`src/rtl/gpr_alu_sequencer.sv`:
```
// gpr_alu_sequencer: single-issue operand sequencer and ALU in front of the
// 8x8 general purpose register file. It reads rs1 and then rs2 through the
// shared register-file port, computes the result, writes it back to rd, and
// pulses done.
module gpr_alu_sequencer #(
  parameter int WIDTH = 8,
  parameter int RBITS = 3
) (
  input  logic             clk,
  input  logic             reset,
  input  logic             start,
  input  logic [2:0]       opcode,
  input  logic [RBITS-1:0] rd,
  input  logic [RBITS-1:0] rs1,
  input  logic [RBITS-1:0] rs2,
  input  logic [WIDTH-1:0] readFromReg,
  output logic             read_en,
  output logic             write_en,
  output logic [RBITS-1:0] reg_num,
  output logic [WIDTH-1:0] writeToReg,
  output logic             busy,
  output logic             done,
  output logic [WIDTH-1:0] result,
  output logic             zero,
  output logic             carry
);

  typedef enum logic [2:0] {
    S_IDLE,
    S_RD_A,
    S_RD_B,
    S_LAT_B,
    S_EXEC,
    S_WB
  } state_t;

  typedef enum logic [2:0] {
    OP_ADD = 3'b000,
    OP_SUB = 3'b001,
    OP_AND = 3'b010,
    OP_OR  = 3'b011,
    OP_XOR = 3'b100,
    OP_MOV = 3'b101,
    OP_INC = 3'b110,
    OP_NOT = 3'b111
  } op_t;

  state_t           r_state;
  op_t              r_op;
  logic [RBITS-1:0] r_rd;
  logic [RBITS-1:0] r_rs2;
  logic [WIDTH-1:0] r_opa;
  logic [WIDTH-1:0] r_opb;
  logic [WIDTH-1:0] r_result;
  logic             r_zero;
  logic             r_carry;
  logic             r_done;
  logic             r_read_en;
  logic             r_write_en;
  logic [RBITS-1:0] r_reg_num;
  logic [WIDTH-1:0] r_wdata;

  logic [WIDTH:0]   w_sum;
  logic [WIDTH-1:0] w_res;
  logic             w_carry;

  // ALU: one extra bit on the sum carries the carry-out / borrow
  always_comb begin
    w_sum   = '0;
    w_res   = '0;
    w_carry = 1'b0;
    case (r_op)
      OP_ADD: begin
        w_sum   = {1'b0, r_opa} + {1'b0, r_opb};
        w_res   = w_sum[WIDTH-1:0];
        w_carry = w_sum[WIDTH];
      end
      OP_SUB: begin
        w_sum   = {1'b0, r_opa} - {1'b0, r_opb};
        w_res   = w_sum[WIDTH-1:0];
        w_carry = w_sum[WIDTH];
      end
      OP_AND: w_res = r_opa & r_opb;
      OP_OR:  w_res = r_opa | r_opb;
      OP_XOR: w_res = r_opa ^ r_opb;
      OP_MOV: w_res = r_opa;
      OP_INC: begin
        w_sum   = {1'b0, r_opa} + {{WIDTH{1'b0}}, 1'b1};
        w_res   = w_sum[WIDTH-1:0];
        w_carry = w_sum[WIDTH];
      end
      OP_NOT: w_res = ~r_opa;
      default: begin
        w_res   = '0;
        w_carry = 1'b0;
      end
    endcase
  end

  // Sequencer FSM; port strobes are registered one state ahead so they
  // appear exactly during the state they belong to
  always_ff @(posedge clk) begin
    if (reset) begin
      r_state    <= S_IDLE;
      r_op       <= OP_ADD;
      r_rd       <= '0;
      r_rs2      <= '0;
      r_opa      <= '0;
      r_opb      <= '0;
      r_result   <= '0;
      r_zero     <= 1'b0;
      r_carry    <= 1'b0;
      r_done     <= 1'b0;
      r_read_en  <= 1'b0;
      r_write_en <= 1'b0;
      r_reg_num  <= '0;
      r_wdata    <= '0;
    end else begin
      r_done     <= 1'b0;
      r_read_en  <= 1'b0;
      r_write_en <= 1'b0;
      r_reg_num  <= '0;
      r_wdata    <= '0;
      case (r_state)
        S_IDLE: begin
          if (start) begin
            // rs1 is only needed for the first read, issued right here
            r_op      <= op_t'(opcode);
            r_rd      <= rd;
            r_rs2     <= rs2;
            r_read_en <= 1'b1;
            r_reg_num <= rs1;
            r_state   <= S_RD_A;
          end
        end
        S_RD_A: begin
          r_read_en <= 1'b1;
          r_reg_num <= r_rs2;
          r_state   <= S_RD_B;
        end
        S_RD_B: begin
          r_opa   <= readFromReg;
          r_state <= S_LAT_B;
        end
        S_LAT_B: begin
          r_opb   <= readFromReg;
          r_state <= S_EXEC;
        end
        S_EXEC: begin
          r_result   <= w_res;
          r_zero     <= (w_res == '0);
          r_carry    <= w_carry;
          r_write_en <= 1'b1;
          r_reg_num  <= r_rd;
          r_wdata    <= w_res;
          r_state    <= S_WB;
        end
        S_WB: begin
          r_done  <= 1'b1;
          r_state <= S_IDLE;
        end
        default: r_state <= S_IDLE;
      endcase
    end
  end

  assign read_en    = r_read_en;
  assign write_en   = r_write_en;
  assign reg_num    = r_reg_num;
  assign writeToReg = r_wdata;
  assign busy       = (r_state != S_IDLE);
  assign done       = r_done;
  assign result     = r_result;
  assign zero       = r_zero;
  assign carry      = r_carry;

endmodule

```
`config.mk`:
```
export PLATFORM = sky130hd
export DESIGN_NAME = gpr_alu_sequencer
export DESIGN_NICKNAME = d
export VERILOG_FILES = /design/src/rtl/gpr_alu_sequencer.sv
export SDC_FILE = /design/constraint.sdc
export NUM_CORES = 1
export LEC_CHECK = 0
export BUFFER_PORTS_ARGS = -buffer_cell sky130_fd_sc_hd__buf_2
export CAP_MARGIN = 5
export CORE_MARGIN = 2
export CORE_UTILIZATION = 45
export CTS_BUF_LIST = sky130_fd_sc_hd__clkbuf_16
export CTS_CLUSTER_SIZE = 30
export DETAILED_ROUTE_END_ITERATION = 12
export HOLD_SLACK_MARGIN = 0.12
export PLACE_DENSITY = 0.68
export SETUP_SLACK_MARGIN = 0.4
export SLEW_MARGIN = 30
export SYNTH_ARGS = -nofsm -noshare
export SYNTH_HDL_FRONTEND = slang
export SYNTH_SLANG_ARGS = --single-unit
```
`constraint.sdc`:
```
create_clock -name clk -period 2.5 [get_ports clk]
set_input_delay 0.125 -clock clk [delete_from_list [all_inputs] [get_ports clk]]
set_output_delay 0.125 -clock clk [all_outputs]
set_load 0.01 [all_outputs]
```
==> key figures, run 1 <==
Routing
  – Drt total wl: between 8 and 9 mm
  – DR WL/cell: ~15 um
  – Overall via count from detail_route: 3205
  – Number of DRC violations after detailed routing: 0
  – Number of DRC markers after the initial detailed-route iteration: between 200 and 250
  – Iteration count of the initial detailed-routing pass: 5
  – ANT nets after route: 0
  – Post-DR vias/cell: 5.57

Timing
  – Slew headroom: 0.433
  – Maximum operating frequency: between 400 and 500 MHz
  – Final Hold Violating Endpoints: 0
  – Final period demand of the worst path: 2250 ps
  – RSZ-0062 raised after global routing: true
  – Worst Tran Pin Value: about 840 ps
  – Fraction of the cycle the final worst path needs: 0.899
  – Number of setup violations in the final report: 0
  – Max Slew Vio Count: 0
  – Final clock skew: 6.74 ps
  – Setup_tns: 0 ps

CTS
  – CTS root buf: sky130_fd_sc_hd__clkbuf_16
  – TritonCTS clock tree: built
  – Number of buffers between clock root and the deepest sink: 2
  – Sink count of the clock tree: between 50 and 60
  – H-tree depth: 2
  – Worst skew pair latency: 290 ps
  – Total CTS buffers: 5
  – Clk slew on worst S/H paths: 70 ps

Global routing
  – Global-route wire length before repair: 13.5 mm
  – Initial antenna violation count: 0
  – Largest net degree at the start of global routing: 36
  – Vias in the first global route: approximately 2900
  – Leftover overflow at the end of global routing: 0
  – Global-route usage over all layers: 0.217

Logic synthesis
  – Avg Inst Size Synth: 8.12 sq um
  – Simple-Gate Fraction of Synth Area: 0.198
  – Number of enable-type register cells in the synthesized netlist: 0
  – Post-synthesis async set-or-reset flop share: 0
  – Post-synthesis xor/xnor area fraction: 0.0270
  – Top FF cell, synth: sky130_fd_sc_hd__dfxtp_1
  – Post-Synthesis Cell Area: 3240 sq um
  – Syn. warnings: 0
  – Synthesized flop and latch total: 52
  – Combinational family with the most area after synthesis: compound AO/OA/AOI/OAI gates
  – Share of cell area taken by muxes after synthesis: 0.0525
  – Adder-cell area share of the yosys netlist: 0.109
  – Post-synthesis sequential area ratio: 0.321
  – Gate count of the mapped netlist: 399
  – Number of distinct library cells after synthesis: 61
  – Nets in the synthesized netlist: approximately 450
  – Fraction of the mapped netlist area in compound gates: 0.224

Floorplanning
  – Vert. Die Dim: 88.8 um
  – Width of the die: about 90 um
  – Die outline area: 7890 sq um
  – Number of I/O pins: 48
  – Initial standard-cell utilization of the core: 0.472
  – Core box area: 6870 sq um
  – Number of rows in the core area: 30

Layout
  – Area growth from synthesis to layout: 30.9%
  – Diodes inserted: 0
  – Combined area of the multi-input logic cells: 2150 sq um
  – Share of the core filled with cells: 0.617
  – Proportion of layout cells with a drive suffix above 1: 0.276
  – Sequential Area: 1070 sq um
  – Fill cells: 603
  – Final #Nets: 528

Critical path
  – Critical path startpoint category: flop
  – Kind of cell adding the most delay to the critical path: compound AO/OA/AOI/OAI gates
  – Slowest stage delay, CP: 380 ps
  – Series of cell instances along the critical path: inv_4 > ha_4 > inv_2 > fa_2 > nand2b_1 > a22oi_2 > a221o_1 > a2111oi_2 > nor2_1 > o21ai_1 > a32o_1
  – Required time of the critical path: about 2700 ps
  – WS Path Type: flop to flop
  – Register-to-register path setup slack: ~250 ps
  – Slowest cell on crit path: sky130_fd_sc_hd__a221o_1
  – Worst Path Buf+Inv: 2
  – Endpoint arrival time on the critical path: 2480 ps
  – Critical Path Sink Type: flop
  – Critical path fanouts, max: 3

Power
  – Int Power: 0.00153 W
  – VDD IR-drop max: ~0.00035 V
  – Pwr dens: 522 nW/um^2
  – Sw Ratio: 0.310
  – Psw: roughly 0.00068 W
  – Static leakage: 1.85 nW
  – PnR Total Power: 0.00221 W
  – Register share of total power: 0.414
  – Proportion of power drawn by the clock network: 0.305
  – Logic pwr share: 0.281

Place
  – Final HPWL DP: 6.04 mm
  – Count of input and output buffers: between 40 and 50
  – Last weighted congestion value of the routability-driven placer: 0.937

Status
  – Run status: completed

Worst hold path
  – Tightest Hold Check Type: primary input to flop

Run
  – Max-cap violations: 0
[final cells by class]
type | instances | share of cell area
flip-flops and latches | 52 | 0.253
clock buffers | 5 | 0.0295
multi-input cells | 297 | 0.507
well taps | 96 | 0.0283
clock inverters | 3 | 0.00413
inverters | 26 | 0.0236
repair buffers | 96 | 0.155
[cells by family (layout without fill, tap and decap cells)]
family,after synthesis,in the layout
buf+inv,50,130
xor+xnor,10,10
fa+ha+maj,27,27
simple gates,137,137
flops,52,52
compound gates,109,109
mux,14,14
[path summary, 6_finish.rpt]
kind	end	cells after the start	from
setup / recovery	carry$_SDFFE_PP0P_	11	r_opa[0]$_SDFFE_PP0N_
hold / removal	read_en$_SDFF_PP0_	3	start
setup reg to reg	carry$_SDFFE_PP0P_	11	r_opa[0]$_SDFFE_PP0N_
hold reg to reg	result[0]$_SDFFE_PP0P_	1	result[0]$_SDFFE_PP0P_
[Yosys cell counts, types with 9 or more instances]
cell type / instances / share of area
sky130_fd_sc_hd__clkbuf_1: 10 / 0.012
sky130_fd_sc_hd__o21ai_0: 20 / 0.031
sky130_fd_sc_hd__inv_1: 25 / 0.029
sky130_fd_sc_hd__xnor2_1: 10 / 0.027
sky130_fd_sc_hd__buf_2: 9 / 0.014
sky130_fd_sc_hd__mux2i_1: 11 / 0.034
sky130_fd_sc_hd__ha_1: 25 / 0.097
sky130_fd_sc_hd__nor2_1: 54 / 0.063
sky130_fd_sc_hd__a21oi_1: 33 / 0.051
sky130_fd_sc_hd__dfxtp_1: 52 / 0.32
sky130_fd_sc_hd__a21o_1: 10 / 0.023
sky130_fd_sc_hd__nand2_1: 35 / 0.041
[per-layer routing]
metal	part of all wire	wire length (um)	GRT usage
met1	0.45	3890	0.283
met2	0.47	4110	0.366
met3	0.054	469	0.0261
met4	0.026	227	0.0868
met5	0	0	0
[worst min-delay path: stages]
cell                     delay, ps
sky130_fd_sc_hd__buf_2         120
sky130_fd_sc_hd__nor2_1         80
sky130_fd_sc_hd__nor4_1         50
[state kept, by name, indices dropped and copies added, names as in the netlist]
name,count
result,8
r_opa,8
read_en,1
done,1
reg_num,3
zero,1
r_state,3
r_rs2,3
r_opb,8
carry,1
r_rd,3
writeToReg,8
r_op,3
write_en,1
[power groups by stage]
stage / registers (W) / logic, W / clock network, W
global placement: 0.000936 / 0.000483 / 0
floorplan: 0.000915 / 0.000376 / 0
detailed placement: 0.000938 / 0.000491 / 0
CTS: 0.000916 / 0.000558 / 0.000689
finish: 0.000916 / 0.000622 / 0.000673
global route: 0.000922 / 0.000672 / 0.000726
[stage by stage]
step           std cells  worst slack, ps  area [sq um]  hold slack [ps]
2_1_floorplan        399              358          3310              261
3_3_place_gp         531              173          3640              366
3_5_place_dp         531             94.0          3640              375
4_1_cts              565              219          4100              121
5_1_grt              575              111          4240              139
6_report             575              254          4240              124
[repair_timing]
action / CTS / global route
pin swaps: 10 / 16
hold endpoints to repair: 28 / 0
hold buffers: 20 / 0
gates resized for setup: 15 / 21
endpoints found under the setup margin: 10 / 12
setup buffers: 6 / 10
[placed cells by master (no fill, tap or decap), types with 5 or more instances in the layout]
master	count
sky130_fd_sc_hd__a21o_1	10
sky130_fd_sc_hd__a21oi_1	32
sky130_fd_sc_hd__and3_1	5
sky130_fd_sc_hd__buf_2	47
sky130_fd_sc_hd__buf_4	28
sky130_fd_sc_hd__clkbuf_16	5
sky130_fd_sc_hd__dfxtp_1	40
sky130_fd_sc_hd__dfxtp_2	6
sky130_fd_sc_hd__dfxtp_4	6
sky130_fd_sc_hd__dlygate4sd3_1	20
sky130_fd_sc_hd__ha_1	18
sky130_fd_sc_hd__ha_4	6
sky130_fd_sc_hd__inv_1	21
sky130_fd_sc_hd__mux2i_1	10
sky130_fd_sc_hd__nand2_1	35
sky130_fd_sc_hd__nand2b_1	7
sky130_fd_sc_hd__nor2_1	53
sky130_fd_sc_hd__nor2b_1	5
sky130_fd_sc_hd__nor3_1	7
sky130_fd_sc_hd__o21ai_0	15
sky130_fd_sc_hd__o21ai_1	6
sky130_fd_sc_hd__xnor2_1	9
No activity file was read; power rests on OpenSTA's default activity.
==> run 2: changes to the inputs <==
--- a/config.mk
+++ b/config.mk
@@ -7,7 +7,7 @@
 export LEC_CHECK = 0
 export BUFFER_PORTS_ARGS = -buffer_cell sky130_fd_sc_hd__buf_2
 export CAP_MARGIN = 5
-export CORE_MARGIN = 2
+export CORE_MARGIN = 5
 export CORE_UTILIZATION = 45
 export CTS_BUF_LIST = sky130_fd_sc_hd__clkbuf_16
 export CTS_CLUSTER_SIZE = 30
==> key figures, run 2 (synthesis results as in run 1) <==
Floorplanning
  – Vert. Die Dim: 94.8 um (+6.8%)
  – Number of rows in the core area: 31 (+3.3%)
  – Initial standard-cell utilization of the core: 0.454 (-0.0177)
  – Width of the die: 94.8 um (+6.8%)
  – Number of I/O pins: 48 (unchanged)
  – Core box area: 7140 sq um (+3.9%)
  – Die outline area: 9000 sq um (+14%)

Place
  – Last weighted congestion value of the routability-driven placer: 0.896 (-4.4%)
  – Number of placed instances, taps included: 536 (+0.94%)
  – Final HPWL DP: 6.27 mm (+3.8%)
  – Count of input and output buffers: 47 (unchanged)

Timing
  – Maximum operating frequency: 434 MHz (-2.5%)
  – Worst Tran Pin Value: 902 ps (+57.9 ps)
  – RSZ-0062 raised after global routing: true
  – Final Hold Violating Endpoints: 0 (unchanged)
  – Slew headroom: 0.394 (-0.0389)
  – Max Slew Vio Count: 0 (unchanged)
  – Number of setup violations in the final report: 0 (unchanged)
  – Setup_tns: 0 ps (unchanged)
  – Fraction of the cycle the final worst path needs: 0.922 (+0.0231)
  – Final period demand of the worst path: 2300 ps (+57.6 ps)
  – Final clock skew: 5.55 ps (-1.19 ps)

Critical path
  – FF-to-FF End: zero$_SDFFE_PP0P_
  – Required time of the critical path: 2690 ps (-50 ps)
  – Register-to-register path setup slack: 200 ps (-60 ps)
  – WS Path Type: flop to flop
  – Worst setup endpoint: zero$_SDFFE_PP0P_
  – Critical path startpoint category: flop
  – Critical path fanouts, max: 4 (+1)
  – Critical Path Most Common Cell: sky130_fd_sc_hd__nand2b_1
  – Slowest stage delay, CP: 370 ps (about the same)
  – Number of cells traversed by the worst register-to-register path: 12 (+1)
  – Endpoint arrival time on the critical path: 2490 ps (about the same)
  – Slowest cell on crit path: sky130_fd_sc_hd__dfxtp_4
  – FF-to-FF Start: r_opa[0]$_SDFFE_PP0N_
  – Critical Path Sink Type: flop
  – Series of cell instances along the critical path: inv_4 > ha_4 > inv_2 > fa_2 > nand2b_1 > a22oi_2 > a221o_1 > buf_4 > nand2b_1 > o21ai_0 > a21o_1 > a31o_1
  – CP startpoint: r_opa[0]$_SDFFE_PP0N_

Routing
  – Number of DRC markers after the initial detailed-route iteration: 254 (+26%)
  – Overall via count from detail_route: 3260 (+1.7%)
  – Post-DR vias/cell: 5.65 (+1.4%)
  – Iteration count of the initial detailed-routing pass: 5 (unchanged)
  – Number of DRC violations after detailed routing: 0 (unchanged)
  – DR WL/cell: 15.6 um (+3.3%)
  – ANT nets after route: 0 (unchanged)
  – Drt total wl: 9.00 mm (+3.6%)

Power
  – PnR Total Power: 0.00225 W (+1.8%)
  – Proportion of power drawn by the clock network: 0.316 (+0.011)
  – Int Power: 0.00153 W (+0.52%)
  – Pwr dens: 526 nW/um^2 (+0.93%)
  – Static leakage: 1.84 nW (-0.12%)
  – Logic pwr share: 0.279 (-0.002)
  – Sw Ratio: 0.318 (+0.00843)
  – Register share of total power: 0.405 (-0.009)
  – VDD IR-drop max: 0.000375 V (+7.2%)
  – Psw: 0.000716 W (+4.5%)

Status
  – Run status: completed

Layout
  – Commonest cells after routing, fill and taps aside: 53 x sky130_fd_sc_hd__nor2_1, 47 x sky130_fd_sc_hd__buf_2, 43 x sky130_fd_sc_hd__dfxtp_1
  – Proportion of layout cells with a drive suffix above 1: 0.282 (+0.00685)
  – Diodes inserted: 0 (unchanged)
  – Area growth from synthesis to layout: 31.9%
  – Most common cell after layout, fill and taps aside: sky130_fd_sc_hd__nor2_1
  – Final #Nets: 527 (-0.19%)
  – Fill cells: 629 (+4.3%)
  – Non-Filler Instances: 577 (+0.35%)

CTS
  – Worst skew pair latency: 300 ps (about the same)
  – H-tree depth: 2 (unchanged)
  – Sink count of the clock tree: 52 (unchanged)
  – Number of buffers between clock root and the deepest sink: 2 (unchanged)
  – TritonCTS clock tree: built
  – CTS root buf: sky130_fd_sc_hd__clkbuf_16
  – Clk slew on worst S/H paths: 70 ps (about the same)
  – Total CTS buffers: 5 (unchanged)

Global routing
  – Initial antenna violation count: 0 (unchanged)
  – Vias in the first global route: 3010 (+3.0%)
  – Leftover overflow at the end of global routing: 0 (unchanged)
  – Global-route wire length before repair: 14.3 mm (+5.8%)
  – Largest net degree at the start of global routing: 36 (unchanged)
  – Global-route usage over all layers: 0.200 (-0.0170)

Run
  – Max-cap violations: 0 (unchanged)

Worst hold path
  – Tightest Hold Check Type: primary input to flop
[run 2: changes by cell type in the layout (fill, tap and decap cells not counted), moves of 2 or more]
cell,previous run,this run
sky130_fd_sc_hd__a211oi_2,4,2
sky130_fd_sc_hd__dfxtp_2,6,4
sky130_fd_sc_hd__ha_2,1,3
sky130_fd_sc_hd__o21ai_2,0,2
sky130_fd_sc_hd__dfxtp_1,40,43
sky130_fd_sc_hd__dlygate4sd3_1,20,18
sky130_fd_sc_hd__ha_1,18,15
[run 2: metal layers]
layer	GRT usage	wire length [um]	part of all wire	up-vias
met4	0.0769	331	0.037	0
met3	0.0319	589	0.065	38
met5	0	0	0	-
li1	-	-	-	1544
met2	0.352	4340	0.48	149
met1	0.244	3750	0.42	1529
[run 2: how the worst min path moves through the flow]
stage	startpoint	end	cells past startpoint
2_1_floorplan	rd[0]	r_rd[0]$_SDFFE_PP0P_	2
3_3_place_gp	readFromReg[2]	r_opa[2]$_SDFFE_PP0N_	3
3_5_place_dp	readFromReg[2]	r_opa[2]$_SDFFE_PP0N_	3
4_1_cts	start	read_en$_SDFF_PP0_	3
5_1_grt	start	read_en$_SDFF_PP0_	3
6_report	start	read_en$_SDFF_PP0_	3
[run 2: through the flow]
step / hold slack [ps] / util / setup slack, ps / area [sq um]
6_report: 115 / 0.599 / 196 / 4270
5_1_grt: 145 / 0.599 / 64.1 / 4270
4_1_cts: 120 / 0.578 / 206 / 4120
3_5_place_dp: 372 / 0.513 / 109 / 3660
3_3_place_gp: 364 / 0.513 / 189 / 3660
2_1_floorplan: 261 / - / 358 / 3310
[run 2: cell type report]
cell class                      instances  area, sq um  share of cell area
Multi-Input combinational cell        297         2190               0.513
Clock inverter                          3         25.0             0.00585
Tap cell                               99          124              0.0290
Inverter                               26          100              0.0234
Sequential cell                        52         1060               0.249
Timing Repair Buffer                   95          644               0.151
Clock buffer                            5          125              0.0293
[run 2: power by group through the flow]
stage / logic (W) / registers, W / clock network (W)
4_1_cts: 0.000566 / 0.000912 / 0.000722
6_report: 0.000629 / 0.000911 / 0.000710
3_3_place_gp: 0.000496 / 0.000933 / 0
2_1_floorplan: 0.000376 / 0.000915 / 0
3_5_place_dp: 0.000505 / 0.000935 / 0
5_1_grt: 0.000684 / 0.000917 / 0.000755
[run 2: repair_timing]
item,in CTS,in global routing
hold buffers,18,0
buffers inserted,5,10
resized for setup,18,23
pin swaps,10,26
setup endpoints to repair,10,11
endpoints found under the hold margin,25,0
[run 2: worst max-delay path, delay by kind of cell, from the launching register on]
| kind | cells | cell delay [ps] |
|---|---|---|
| buffers and inverters | 3 | 260 |
| AO/OA/AOI/OAI | 5 | 930 |
| flip-flops | 1 | 370 |
| adder cells (fa/ha/maj) | 2 | 480 |
| AND/OR/NAND/NOR | 2 | 160 |
